$ cat config.mk
export PLATFORM = sky130hd
export DESIGN_NAME = matrix_add_seq
export DESIGN_NICKNAME = d
export VERILOG_FILES = /design/src/rtl/matrix_add_seq_pkg.sv /design/src/rtl/matrix_add_seq_adder.sv /design/src/rtl/matrix_add_seq.sv
export SDC_FILE = /design/constraint.sdc
export NUM_CORES = 1
export LEC_CHECK = 0
export BUFFER_PORTS_ARGS = -buffer_cell sky130_fd_sc_hd__buf_2
export CORE_MARGIN = 2
export CORE_UTILIZATION = 25
export DETAILED_ROUTE_END_ITERATION = 10
export SETUP_SLACK_MARGIN = 0.2
export SLEW_MARGIN = 25
export SYNTH_ARGS = -nofsm -noshare
export SYNTH_HDL_FRONTEND = slang
export SYNTH_SLANG_ARGS = --single-unit
export TNS_END_PERCENT = 50
$ cat constraint.sdc
create_clock -name clk -period 12.55 [get_ports clk]
set_input_delay 0.6275 -clock clk [delete_from_list [all_inputs] [get_ports clk]]
set_output_delay 0.6275 -clock clk [all_outputs]
set_load 0.01 [all_outputs]
$ cat src/rtl/matrix_add_seq_pkg.sv
// matrix_add_seq_pkg: shared FSM encoding, saturation limits and opcode meaning for matrix_add_seq
package matrix_add_seq_pkg;
  typedef enum logic [1:0] {
    IDLE = 2'd0,
    RUN  = 2'd1,
    DONE = 2'd2
  } state_e;
  localparam logic [7:0] SAT_MAX = 8'h7F;
  localparam logic [7:0] SAT_MIN = 8'h80;
  localparam logic OP_ADD = 1'b0;
  localparam logic OP_SUB = 1'b1;
endpackage

$ cat src/rtl/matrix_add_seq_adder.sv
// matrix_add_seq_adder: 8-bit ripple-carry adder used as the element datapath
module matrix_add_seq_adder (
  input  logic [7:0] a_i,
  input  logic [7:0] b_i,
  input  logic       cin_i,
  output logic [7:0] sum_o,
  output logic       cout_o
);
  logic [8:0] c;
  assign c[0] = cin_i;
  for (genvar g = 0; g < 8; g++) begin : g_fa
    assign sum_o[g] = a_i[g] ^ b_i[g] ^ c[g];
    assign c[g+1]   = (a_i[g] & b_i[g]) | (c[g] & (a_i[g] ^ b_i[g]));
  end
  assign cout_o = c[8];
endmodule

$ cat src/rtl/matrix_add_seq.sv
// matrix_add_seq: sequential element-wise NxN signed add/subtract, one element per clock
module matrix_add_seq
  import matrix_add_seq_pkg::*;
#(
  parameter int N   = 5,
  parameter int W   = 8,
  parameter bit SAT = 1'b0
) (
  input  logic                         clk,
  input  logic                         reset,
  input  logic                         start,
  input  logic                         op_sub,
  input  logic [N*N*W-1:0]             mat_a,
  input  logic [N*N*W-1:0]             mat_b,
  output logic                         busy,
  output logic                         done,
  output logic [N*N*W-1:0]             result,
  output logic                         overflow,
  output logic [$clog2(N*N+1)-1:0]     ovf_count
);
  localparam int NE = N * N;
  localparam int CW = $clog2(NE + 1);
  localparam int IW = (NE > 1) ? $clog2(NE) : 1;
  state_e          state_q;
  logic [IW-1:0]   idx_q;
  logic [NE*W-1:0] a_q, b_q, result_q;
  logic            sub_q, busy_q, done_q, ovf_q;
  logic [CW-1:0]   cnt_q;
  logic [W-1:0]    r1, r2, sum, elem_d;
  logic            ovf_d, carry_unused;
  assign r1 = a_q[idx_q*W +: W];
  assign r2 = (sub_q == OP_SUB) ? ~b_q[idx_q*W +: W] : b_q[idx_q*W +: W];
  matrix_add_seq_adder u_adder (
    .a_i   (r1),
    .b_i   (r2),
    .cin_i (sub_q),
    .sum_o (sum),
    .cout_o(carry_unused)
  );
  // Overflow is judged on the adder operands, so subtraction uses the inverted B
  assign ovf_d  = (r1[W-1] == r2[W-1]) && (sum[W-1] != r1[W-1]);
  assign elem_d = (SAT && ovf_d) ? (r1[W-1] ? SAT_MIN : SAT_MAX) : sum;
  always_ff @(posedge clk) begin
    if (reset) begin
      state_q  <= IDLE;
      idx_q    <= '0;
      a_q      <= '0;
      b_q      <= '0;
      sub_q    <= 1'b0;
      result_q <= '0;
      ovf_q    <= 1'b0;
      cnt_q    <= '0;
      busy_q   <= 1'b0;
      done_q   <= 1'b0;
    end else begin
      case (state_q)
        IDLE: begin
          done_q <= 1'b0;
          if (start) begin
            a_q      <= mat_a;
            b_q      <= mat_b;
            sub_q    <= op_sub;
            result_q <= '0;
            ovf_q    <= 1'b0;
            cnt_q    <= '0;
            idx_q    <= '0;
            busy_q   <= 1'b1;
            state_q  <= RUN;
          end
        end
        RUN: begin
          result_q[idx_q*W +: W] <= elem_d;
          if (ovf_d) begin
            ovf_q <= 1'b1;
            cnt_q <= cnt_q + CW'(1);
          end
          if (idx_q == IW'(NE - 1)) begin
            state_q <= DONE;
            done_q  <= 1'b1;
          end else begin
            idx_q <= idx_q + IW'(1);
          end
        end
        DONE: begin
          done_q  <= 1'b0;
          busy_q  <= 1'b0;
          state_q <= IDLE;
        end
        default: state_q <= IDLE;
      endcase
    end
  end
  assign busy      = busy_q;
  assign done      = done_q;
  assign result    = result_q;
  assign overflow  = ovf_q;
  assign ovf_count = cnt_q;
endmodule

==> results.json, run 1 <==
{
  "fin_setup_tns_ns": 0,
  "die_area_um2": 104000,
  "grt_max_degree": 193,
  "fp.coreArea_um2": 100000,
  "grtUsageTotal_pct": 18.9,
  "hold_path.startpoint": "mat_a[19]",
  "fmax_ghz": 0.140,
  "synthCells": 3030,
  "cts_tree": "yes",
  "wire_per_inst_um": 20.8,
  "overflow": 0,
  "final_nets": 3908,
  "synth_flop_cell": "dfxtp_1",
  "p_per_area_nw_per_um2": 149,
  "io_pins": 612,
  "dieWidth_um": 323,
  "hold_buffers": 0,
  "wl_um": 102000,
  "drv_cap": 0,
  "rrSetupSlack_ns": 5.39,
  "cp_common_cell": "fa_1",
  "finClkSkew_ns": 0.0263,
  "worstReg2RegStart": "idx_q[0]",
  "ys_types": 67,
  "antenna_found_initial": 36,
  "place_hpwl_um": 74600,
  "n_fill_cell": 10800,
  "cp_slowest_cell": "dfxtp_4",
  "status": "complete, no violations",
  "vias_per_cell": 4.79,
  "cp_max_fo": 40,
  "async_flop_share_pct": 0,
  "numCtsBuffers": 73,
  "clk_latency_ns": 0.65,
  "ff2ff_path_depth": 17,
  "via_count": 23600,
  "clkTransAtPathRegs_ns": 0.06,
  "routabilityCongestion": 0.895,
  "ant_nets": 0,
  "synth_area_um2": 25400,
  "seq_area_frac_synth_pct": 48.6,
  "drtIter0Drc": 2236,
  "utilization_pct": 31.8,
  "grt_pass1_wl_um": 146000,
  "r2r-end": "result[31]",
  "clock_sinks": 616,
  "drc": 0,
  "synth.avg_cell_area_um2": 8.38,
  "postCtsSetupBuffers": 0,
  "final-max-slew-violation-count": 0,
  "cpPeakStageDelay_ns": 0.86,
  "syn-num-nets": 3444,
  "die_y_um": 323,
  "clk_path_buf_depth": 3,
  "hp-class": "in2reg",
  "endpoint_kind": "flip-flop",
  "critPathLaunchType": "flip-flop",
  "h-tree-depth": 3,
  "grt_pass1_vias": 22000,
  "cts_resized": 0,
  "worst_ep_required_time_ns": 13.09,
  "hold_viol": 0,
  "ir_drop_uv": 74.0,
  "min_to": "a_q[19]",
  "p_leak_nw": 12.4,
  "start_util_pct": 25.3,
  "io_buffers": 611,
  "finalSetupViolCount": 0,
  "synth-seq-cells": 616,
  "areaGrowthSynthToFinish_pct": 25.7,
  "path_cells": "buf_4 > mux4_1 > mux4_2 > nor2_1 > a21oi_1 > o221a_2 > fa_1 > fa_1 > fa_1 > fa_1 > inv_1 > fa_1 > fa_1 > or4_1 > a211o_1 > nand3_2 > o21ai_0",
  "cts-root-buf": "clkbuf_16",
  "min_period_over_period_pct": 57.0,
  "drive_gt1_share_pct": 24.7,
  "first_pass_iters": 6,
  "arrival_ns": 7.69,
  "yosys_warnings": 0,
  "max_slew_margin_pct": 28.1,
  "crit_type": "reg2reg",
  "rsz0062_at_grt": "false",
  "rows": 116,
  "period_needed_ns": 7.16,
  "hold_depth": 3,
  "synth_edf_count": 0,
  "tightest_slew_ns": 1.08
}
-- synth_stat cells, types with 15 or more instances --
cell / number / area (um2)
nand2_1: 936 / 3510
dfxtp_1: 616 / 12300
a21oi_1: 503 / 2520
clkbuf_1: 199 / 747
nor2_1: 147 / 552
nand3_1: 140 / 701
mux4_2: 93 / 2090
a31oi_1: 46 / 288
o21ai_1: 40 / 200
mux2i_1: 38 / 380
a22oi_1: 32 / 240
nor3_1: 23 / 115
o21ai_0: 20 / 100
buf_2: 18 / 90.1
xnor2_1: 15 / 131
-- sequential cells by signal, indices dropped and copies added (netlist names) --
| register | count |
|---|---|
| state_q | 2 |
| done | 1 |
| busy | 1 |
| idx_q | 5 |
| sub_q | 1 |
| result | 200 |
| b_q | 200 |
| overflow | 1 |
| a_q | 200 |
| ovf_count | 5 |
-- metrics by stage --
| stage | instance area (um2) | total power, mW | std cells | hold slack, ns | setup WS, ns |
|---|---|---|---|---|---|
| after floorplan | 25400 | 2.39 | 3030 | 0.432 | 6.96 |
| after global placement | 29300 | 2.59 | 4772 | 0.433 | 5.45 |
| after detailed placement | 29400 | 2.60 | 4774 | 0.440 | 5.37 |
| after CTS | 31900 | 4.80 | 4907 | 0.152 | 5.32 |
| after global routing | 31900 | 4.93 | 4911 | 0.189 | 4.97 |
| final | 31900 | 4.74 | 4918 | 0.216 | 5.39 |
-- worst max path at each step --
stage / end / slack (ns) / startpoint
floorplan: result[150] / 6.96 / idx_q[1]
global placement: result[54] / 5.45 / idx_q[0]
detailed placement: result[31] / 5.37 / idx_q[0]
CTS: result[31] / 5.32 / idx_q[0]
global route: result[31] / 4.97 / idx_q[0]
finish: result[31] / 5.39 / idx_q[0]
-- routing by layer --
layer / track usage, % / part of all wire, % / up-vias
met5: 0 / 0.22 / -
met4: 6.41 / 3.2 / 34
met3: 5.73 / 8.7 / 190
met2: 31.0 / 47 / 899
met1: 23.6 / 41 / 11100
li1: - / - / 11300
-- critical path: cells and delay by family (launching register included) --
family / cells / cell delay [ns]
buffers and inverters: 2 / 0.76
AND/OR/NAND/NOR: 3 / 0.87
adder cells (fa/ha/maj): 6 / 2.43
AO/OA/AOI/OAI: 4 / 0.85
multiplexers: 2 / 1.21
flip-flops: 1 / 0.86
-- logic make-up after synthesis --
group	Yosys count	share of synthesized area [%]
AO/OA/AOI/OAI	676	14.3
flip-flops	616	48.6
XOR/XNOR	16	0.552
multiplexers	137	10.3
buffers and inverters	256	4.28
AND/OR/NAND/NOR	1319	21.3
adder cells (fa/ha/maj)	10	0.670
-- report_power, final --
part	total (mW)	switching, mW	internal, mW
Clock	2.19	0.897	1.29
Combinational	0.469	0.295	0.174
Sequential	2.09	0.0493	2.04
-- final cells by class --
class	count	area, um2	share of cell area, %
sequential	616	12300	38.6
tap	1357	1700	5.32
timing repair buffer	637	3370	10.6
inverter	8	30.0	0.0940
antenna	9	22.5	0.0705
multi-input combinational	2158	12000	37.6
clock inverter	32	385	1.21
clock buffer	101	2070	6.50
-- layout by cell type, fill, tap and decap left out, types with 21 or more instances in the layout --
cell type,netlist,layout
a21oi_1,503,503
a22oi_1,32,32
a31oi_1,46,46
buf_2,18,610
clkbuf_16,0,75
dfxtp_1,616,613
mux2i_1,38,38
mux4_2,93,93
nand2_1,936,936
nand3_1,140,140
nor2_1,147,146
nor3_1,23,21
o21ai_1,40,40
Power figures use the tool's default switching activity.
==> inputs of run 2 (changes only) <==
ABC_AREA = 1   (was unset)
clock period = 7.1 ns   (was 12.55 ns; I/O delays follow)
==> results.json, run 2 <==
{
  "status": "complete, no violations",
  "hold_viol": 0,
  "switching_share_pct": 29.2,
  "synth_most_common_cell": "nor2_1",
  "period_needed_ns": 6.31,
  "numCtsBuffers": 75,
  "wire_per_inst_um": 20.3,
  "cpPeakStageDelay_ns": 0.67,
  "die_area_um2": 107000,
  "hp-class": "in2reg",
  "start_util_pct": 25.2,
  "cts-root-buf": "clkbuf_16",
  "arrival_ns": 6.87,
  "clock_sinks": 616,
  "combPwrFrac_pct": 15.7,
  "muxShareOfSynthArea_pct": 0,
  "final_cell_mix": "1027 x nor2_1, 613 x dfxtp_1, 610 x buf_2",
  "via_count": 28600,
  "rsz0062_at_grt": "false",
  "cp-startpoint": "idx_q[0]",
  "cp_num_buf_inv": 5,
  "ys_types": 42,
  "fmax_ghz": 0.158,
  "crit_cells": 26,
  "p_sw_mw": 2.74,
  "fin_setup_tns_ns": 0,
  "synth_flop_cell": "dfxtp_1",
  "h-tree-depth": 3,
  "routabilityCongestion": 0.892,
  "antenna_found_initial": 22,
  "synth_top_cells_by_count": "1028 x nor2_1, 616 x dfxtp_1, 578 x o21ai_0, 507 x nand2_1, 256 x a21oi_1",
  "layout_commonest_cell": "nor2_1",
  "synthAdderAreaFrac_pct": 0.654,
  "place_inst": 5439,
  "multiInputGateArea_um2": 12200,
  "finalSetupViolCount": 0,
  "clk_latency_ns": 0.65,
  "areaGrowthSynthToFinish_pct": 40.4,
  "wl_um": 121000,
  "ant_nets": 0,
  "synth_area_um2": 26000,
  "regArea_um2": 12300,
  "p_leak_nw": 15.4,
  "place_hpwl_um": 83400,
  "synth_top_cells_by_area": "dfxtp_1 47%, nor2_1 15%, o21ai_0 11%",
  "drive_gt1_share_pct": 18.6,
  "grtUsageTotal_pct": 21.8,
  "cp_slowest_cell": "dfxtp_4",
  "yosys.area.top_type_share_pct": 47.4,
  "p_per_area_nw_per_um2": 256,
  "tightest_slew_ns": 1.16,
  "cts_tree": "yes",
  "fin_hold_ws_ns": 0.0236,
  "grt_pass1_vias": 27800,
  "crit_end": "result[46]",
  "rrSetupSlack_ns": 0.79,
  "worst_ep_required_time_ns": 7.65,
  "async_flop_share_pct": 0,
  "syn-num-nets": 4080,
  "final_nets": 4926,
  "die_y_um": 327,
  "p_seq_share_pct": 40.4,
  "fp.coreArea_um2": 103000,
  "final_cells": 5957,
  "rows": 118,
  "clk_path_buf_depth": 3,
  "drc": 0,
  "finClkSkew_ns": 0.0315,
  "synth_compound_area_share_pct": 19.5,
  "io_buffers": 611,
  "first_pass_iters": 6,
  "n_fill_cell": 10900,
  "critPathTopFamily": "adder cells",
  "max_slew_margin_pct": 22.1,
  "seq_area_frac_synth_pct": 47.4,
  "critPathLaunchType": "flip-flop",
  "worstReg2RegStart": "idx_q[0]",
  "dieWidth_um": 327,
  "ir_drop_uv": 161,
  "synthSimpleGateAreaFrac_pct": 26.5,
  "r2r-end": "result[46]",
  "synth-xor-area-share_pct": 0.202,
  "p_clk_share_pct": 43.8,
  "vias_per_cell": 4.81,
  "io_pins": 612,
  "crit_type": "reg2reg",
  "synth_top_area_cell": "dfxtp_1",
  "endpoint_kind": "flip-flop",
  "synth_edf_count": 0,
  "min_period_over_period_pct": 88.9,
  "final-max-slew-violation-count": 0,
  "drv_cap": 0,
  "synth-seq-cells": 616,
  "ff2ff_path_depth": 26,
  "p_int_mw": 6.63,
  "cp_max_fo": 118,
  "overflow": 0,
  "cp_common_cell": "fa_1",
  "synth.avg_cell_area_um2": 7.10,
  "clkTransAtPathRegs_ns": 0.06,
  "grt_max_degree": 234,
  "drtIter0Drc": 2616,
  "grt_pass1_wl_um": 177000,
  "synthCells": 3666,
  "yosys_warnings": 0,
  "synth_top_family_by_area": "simple AND/OR/NAND/NOR gates"
}
[run 2: changes by cell type in the layout (fill, tap and decap cells not counted), moves of 25 or more]
cell	before	now
mux4_2	93	0
nand2_1	936	507
a22oi_1	32	1
nand3_1	140	76
mux2i_1	38	0
nor2_4	1	26
a31oi_1	46	3
inv_1	7	95
dlygate4sd3_1	0	376
o21ai_0	20	578
o22ai_1	1	44
a21oi_1	503	256
nor2_1	146	1027
o21ai_1	40	2
[run 2: cell type report]
type / count / area share, %
diodes: 11 / 0.0753
inverters: 127 / 1.38
well taps: 1380 / 4.72
flip-flops and latches: 616 / 33.8
clock buffers: 101 / 5.96
clock inverters: 30 / 1.22
multi-input cells: 2674 / 33.4
repair buffers: 1018 / 19.5
[run 2: kinds of logic (layout without fill, tap and decap cells)]
family / Yosys count / count (layout)
other: 0 / 11
AOI/OAI and AO/OA: 954 / 954
buffers and inverters: 376 / 1276
DFF: 616 / 616
xor gates and xnor gates: 6 / 6
and+or+nand+nor: 1704 / 1704
adders and majority gates: 10 / 10
[run 2: power groups by stage]
stage / clock, mW / sequential, mW / combinational, mW
after detailed placement: 0 / 3.86 / 1.28
after CTS: 4.19 / 3.79 / 1.46
after global routing: 4.32 / 3.80 / 1.61
after floorplan: 0 / 3.79 / 0.761
final: 4.10 / 3.79 / 1.47
after global placement: 0 / 3.86 / 1.28
[run 2: worst reg2reg max path: stages, from the launching register on]
cell	delay, ns
dfxtp_4	0.67
buf_12	0.45
nor2_1	0.23
nor2_1	0.09
o21ai_0	0.09
o211ai_1	0.11
nand3_1	0.11
nand2_1	0.10
a21oi_1	0.11
inv_1	0.10
nor2_1	0.05
nand2_1	0.05
o21ai_0	0.12
fa_1	0.47
fa_1	0.46
fa_1	0.49
fa_1	0.45
inv_1	0.19
fa_1	0.24
fa_1	0.41
inv_1	0.09
nand2_1	0.26
nor3_1	0.43
inv_1	0.11
nor2_1	0.14
nand2_1	0.08
a21oi_1	0.15
[run 2: worst min-delay path by stage]
stage,startpoint,cells past startpoint,endpoint
floorplan,a_q[103],2,a_q[103]
global placement,b_q[31],2,b_q[31]
detailed placement,a_q[31],2,a_q[31]
CTS,mat_b[197],3,b_q[197]
global route,mat_b[8],3,b_q[8]
finish,mat_a[195],3,a_q[195]
[run 2: repair_timing]
item,CTS,global route
endpoints found under the hold margin,376,0
resized for setup,0,0
hold buffers,376,0
buffers inserted,0,0
[run 2: layer usage]
metal	GRT usage (%)	part of all wire [%]	vias to the layer above
li1	-	-	13800
met5	0	0.12	-
met4	8.39	3.9	20
met2	35.0	45	1204
met3	3.73	6.6	224
met1	29.1	44	13400
[run 2: through the flow]
step / utilization [%] / instance area, um2 / power [mW] / setup WS [ns]
after detailed placement: 29.1 / 30100 / 5.14 / 0.866
after CTS: 35.3 / 36500 / 9.43 / 0.845
final: 35.4 / 36500 / 9.37 / 0.787
after floorplan: - / 26000 / 4.55 / 2.07
after global placement: 29.1 / 30100 / 5.14 / 0.882
after global routing: 35.3 / 36500 / 9.74 / 0.420
==> inputs of run 3 (changes only) <==
PLACE_DENSITY_LB_ADDON = 0.08   (was unset)
==> results.json, run 3 (synthesized netlist as in run 2, its figures left out) <==
{
  "hold_path.startpoint": "mat_a[56]",
  "dieWidth_um": 327,
  "fmax_ghz": 0.161,
  "min_to": "a_q[56]",
  "fin_hold_ws_ns": 0.0335,
  "final_nets": 4920,
  "grtUsageTotal_pct": 22.5,
  "hp-class": "in2reg",
  "finalSetupViolCount": 0,
  "critPathLaunchType": "flip-flop",
  "drive_gt1_share_pct": 18.5,
  "cp_max_fo": 126,
  "via_count": 27800,
  "hold_viol": 0,
  "cp_slowest_cell": "dfxtp_4",
  "crit_type": "reg2reg",
  "grt_max_degree": 234,
  "rows": 118,
  "tightest_slew_ns": 1.24,
  "placed_area_um2": 30100,
  "ant_nets": 0,
  "place_hpwl_um": 86800,
  "fp.coreArea_um2": 103000,
  "worstReg2RegStart": "idx_q[0]",
  "overflow": 0,
  "start_util_pct": 25.2,
  "clk_path_buf_depth": 3,
  "final-max-slew-violation-count": 0,
  "ir_drop_uv": 148,
  "hold_depth": 3,
  "numCtsBuffers": 77,
  "clock_sinks": 616,
  "drv_cap": 0,
  "areaGrowthSynthToFinish_pct": 39.7,
  "finClkSkew_ns": 0.0279,
  "p_per_area_nw_per_um2": 255,
  "grt_pass1_vias": 27700,
  "clkTransAtPathRegs_ns": 0.06,
  "max_slew_margin_pct": 17.4,
  "antenna_found_initial": 8,
  "worst_ep_required_time_ns": 7.64,
  "die_area_um2": 107000,
  "cts_resized": 0,
  "fin_setup_tns_ns": 0,
  "cpPeakStageDelay_ns": 0.70,
  "rsz0062_at_grt": "false",
  "routabilityCongestion": 0.795,
  "min_period_over_period_pct": 87.4,
  "hold_buffers": 366,
  "wl_um": 124000,
  "io_buffers": 611,
  "cts_tree": "yes",
  "postCtsSetupBuffers": 0,
  "clk_latency_ns": 0.64,
  "first_pass_iters": 7,
  "status": "complete, no violations",
  "final_cell_mix": "1027 x nor2_1, 613 x dfxtp_1, 610 x buf_2",
  "vias_per_cell": 4.68,
  "grt_pass1_wl_um": 181000,
  "io_pins": 612,
  "path_cells": "inv_8 > o21ai_0 > o211ai_1 > nand3_1 > nand2_1 > a21oi_1 > inv_1 > nor2_1 > o21ai_0 > fa_1 > fa_1 > fa_1 > fa_1 > inv_1 > fa_1 > fa_1 > inv_1 > nand2_1 > nor3_1 > inv_1 > nor2_1 > nand2_1 > a21oi_1",
  "r2r-end": "result[14]",
  "arrival_ns": 6.74,
  "period_needed_ns": 6.21,
  "drtIter0Drc": 1773,
  "p_leak_nw": 15.4,
  "die_y_um": 327,
  "layout_commonest_cell": "nor2_1",
  "design_area_um2": 36400,
  "drc": 0,
  "endpoint_kind": "flip-flop",
  "ff2ff_path_depth": 23,
  "cp_common_cell": "fa_1",
  "h-tree-depth": 3,
  "cts-root-buf": "clkbuf_16",
  "wire_per_inst_um": 20.9,
  "rrSetupSlack_ns": 0.89
}
## run 3: changes by cell type in the layout (fill, tap and decap cells not counted), moves of 2 or more
| cell | before | now |
|---|---|---|
| clkbuf_1 | 9 | 22 |
| dlygate4sd3_1 | 376 | 366 |
| diode_2 | 11 | 3 |
| clkbuf_8 | 14 | 18 |
| clkinvlp_4 | 4 | 0 |
| buf_4 | 26 | 29 |
| bufinv_16 | 8 | 6 |
| clkinv_4 | 2 | 0 |
| inv_16 | 2 | 0 |
| inv_6 | 3 | 5 |
## run 3: worst max-delay path, delay by kind of cell (launching register included)
family                   cells  cell delay [ns]
AO/OA/AOI/OAI                5             0.92
adder cells (fa/ha/maj)      6             2.42
buffers and inverters        5             0.73
flip-flops                   1             0.70
AND/OR/NAND/NOR              7             1.28
## run 3: worst max path at each step
stage                         from           to  slack, ns
after floorplan           idx_q[0]  result[174]       2.07
after global placement    idx_q[0]   result[46]       0.89
after detailed placement  idx_q[0]   result[46]       0.87
after CTS                 idx_q[0]  result[142]       0.86
after global routing      idx_q[0]  result[142]       0.43
final                     idx_q[0]   result[14]       0.89
## run 3: layout make-up
cell class              instances  area [um2]
well taps                    1380        1730
flip-flops and latches        616       12300
clock buffers                 119        2310
clock inverters                20         269
repair buffers               1010        7030
multi-input cells            2674       12200
inverters                     127         505
fillers                     11300       67000
diodes                          3        7.51
## run 3: routing by layer
layer,up-vias,track usage [%],wire length (um),part of all wire (%)
li1,13700,-,-,-
met1,13100,29.8,56100,45
met2,781,37.3,58100,47
met3,167,3.20,5960,4.8
met4,2,8.01,4110,3.3
met5,-,0,13,0.010
## run 3: stage by stage
stage	instances	setup slack, ns	power (mW)	util, %
after floorplan	3666	2.07	4.55	-
after global placement	5441	0.893	5.13	29.2
after global routing	5948	0.434	9.70	35.2
after CTS	5946	0.862	9.40	35.2
final	5949	0.894	9.26	35.2
after detailed placement	5441	0.870	5.13	29.2
## run 3: report_power, final
| part | internal (mW) | switching, mW |
|---|---|---|
| registers | 3.66 | 0.121 |
| clock network | 2.45 | 1.61 |
| logic | 0.499 | 0.927 |
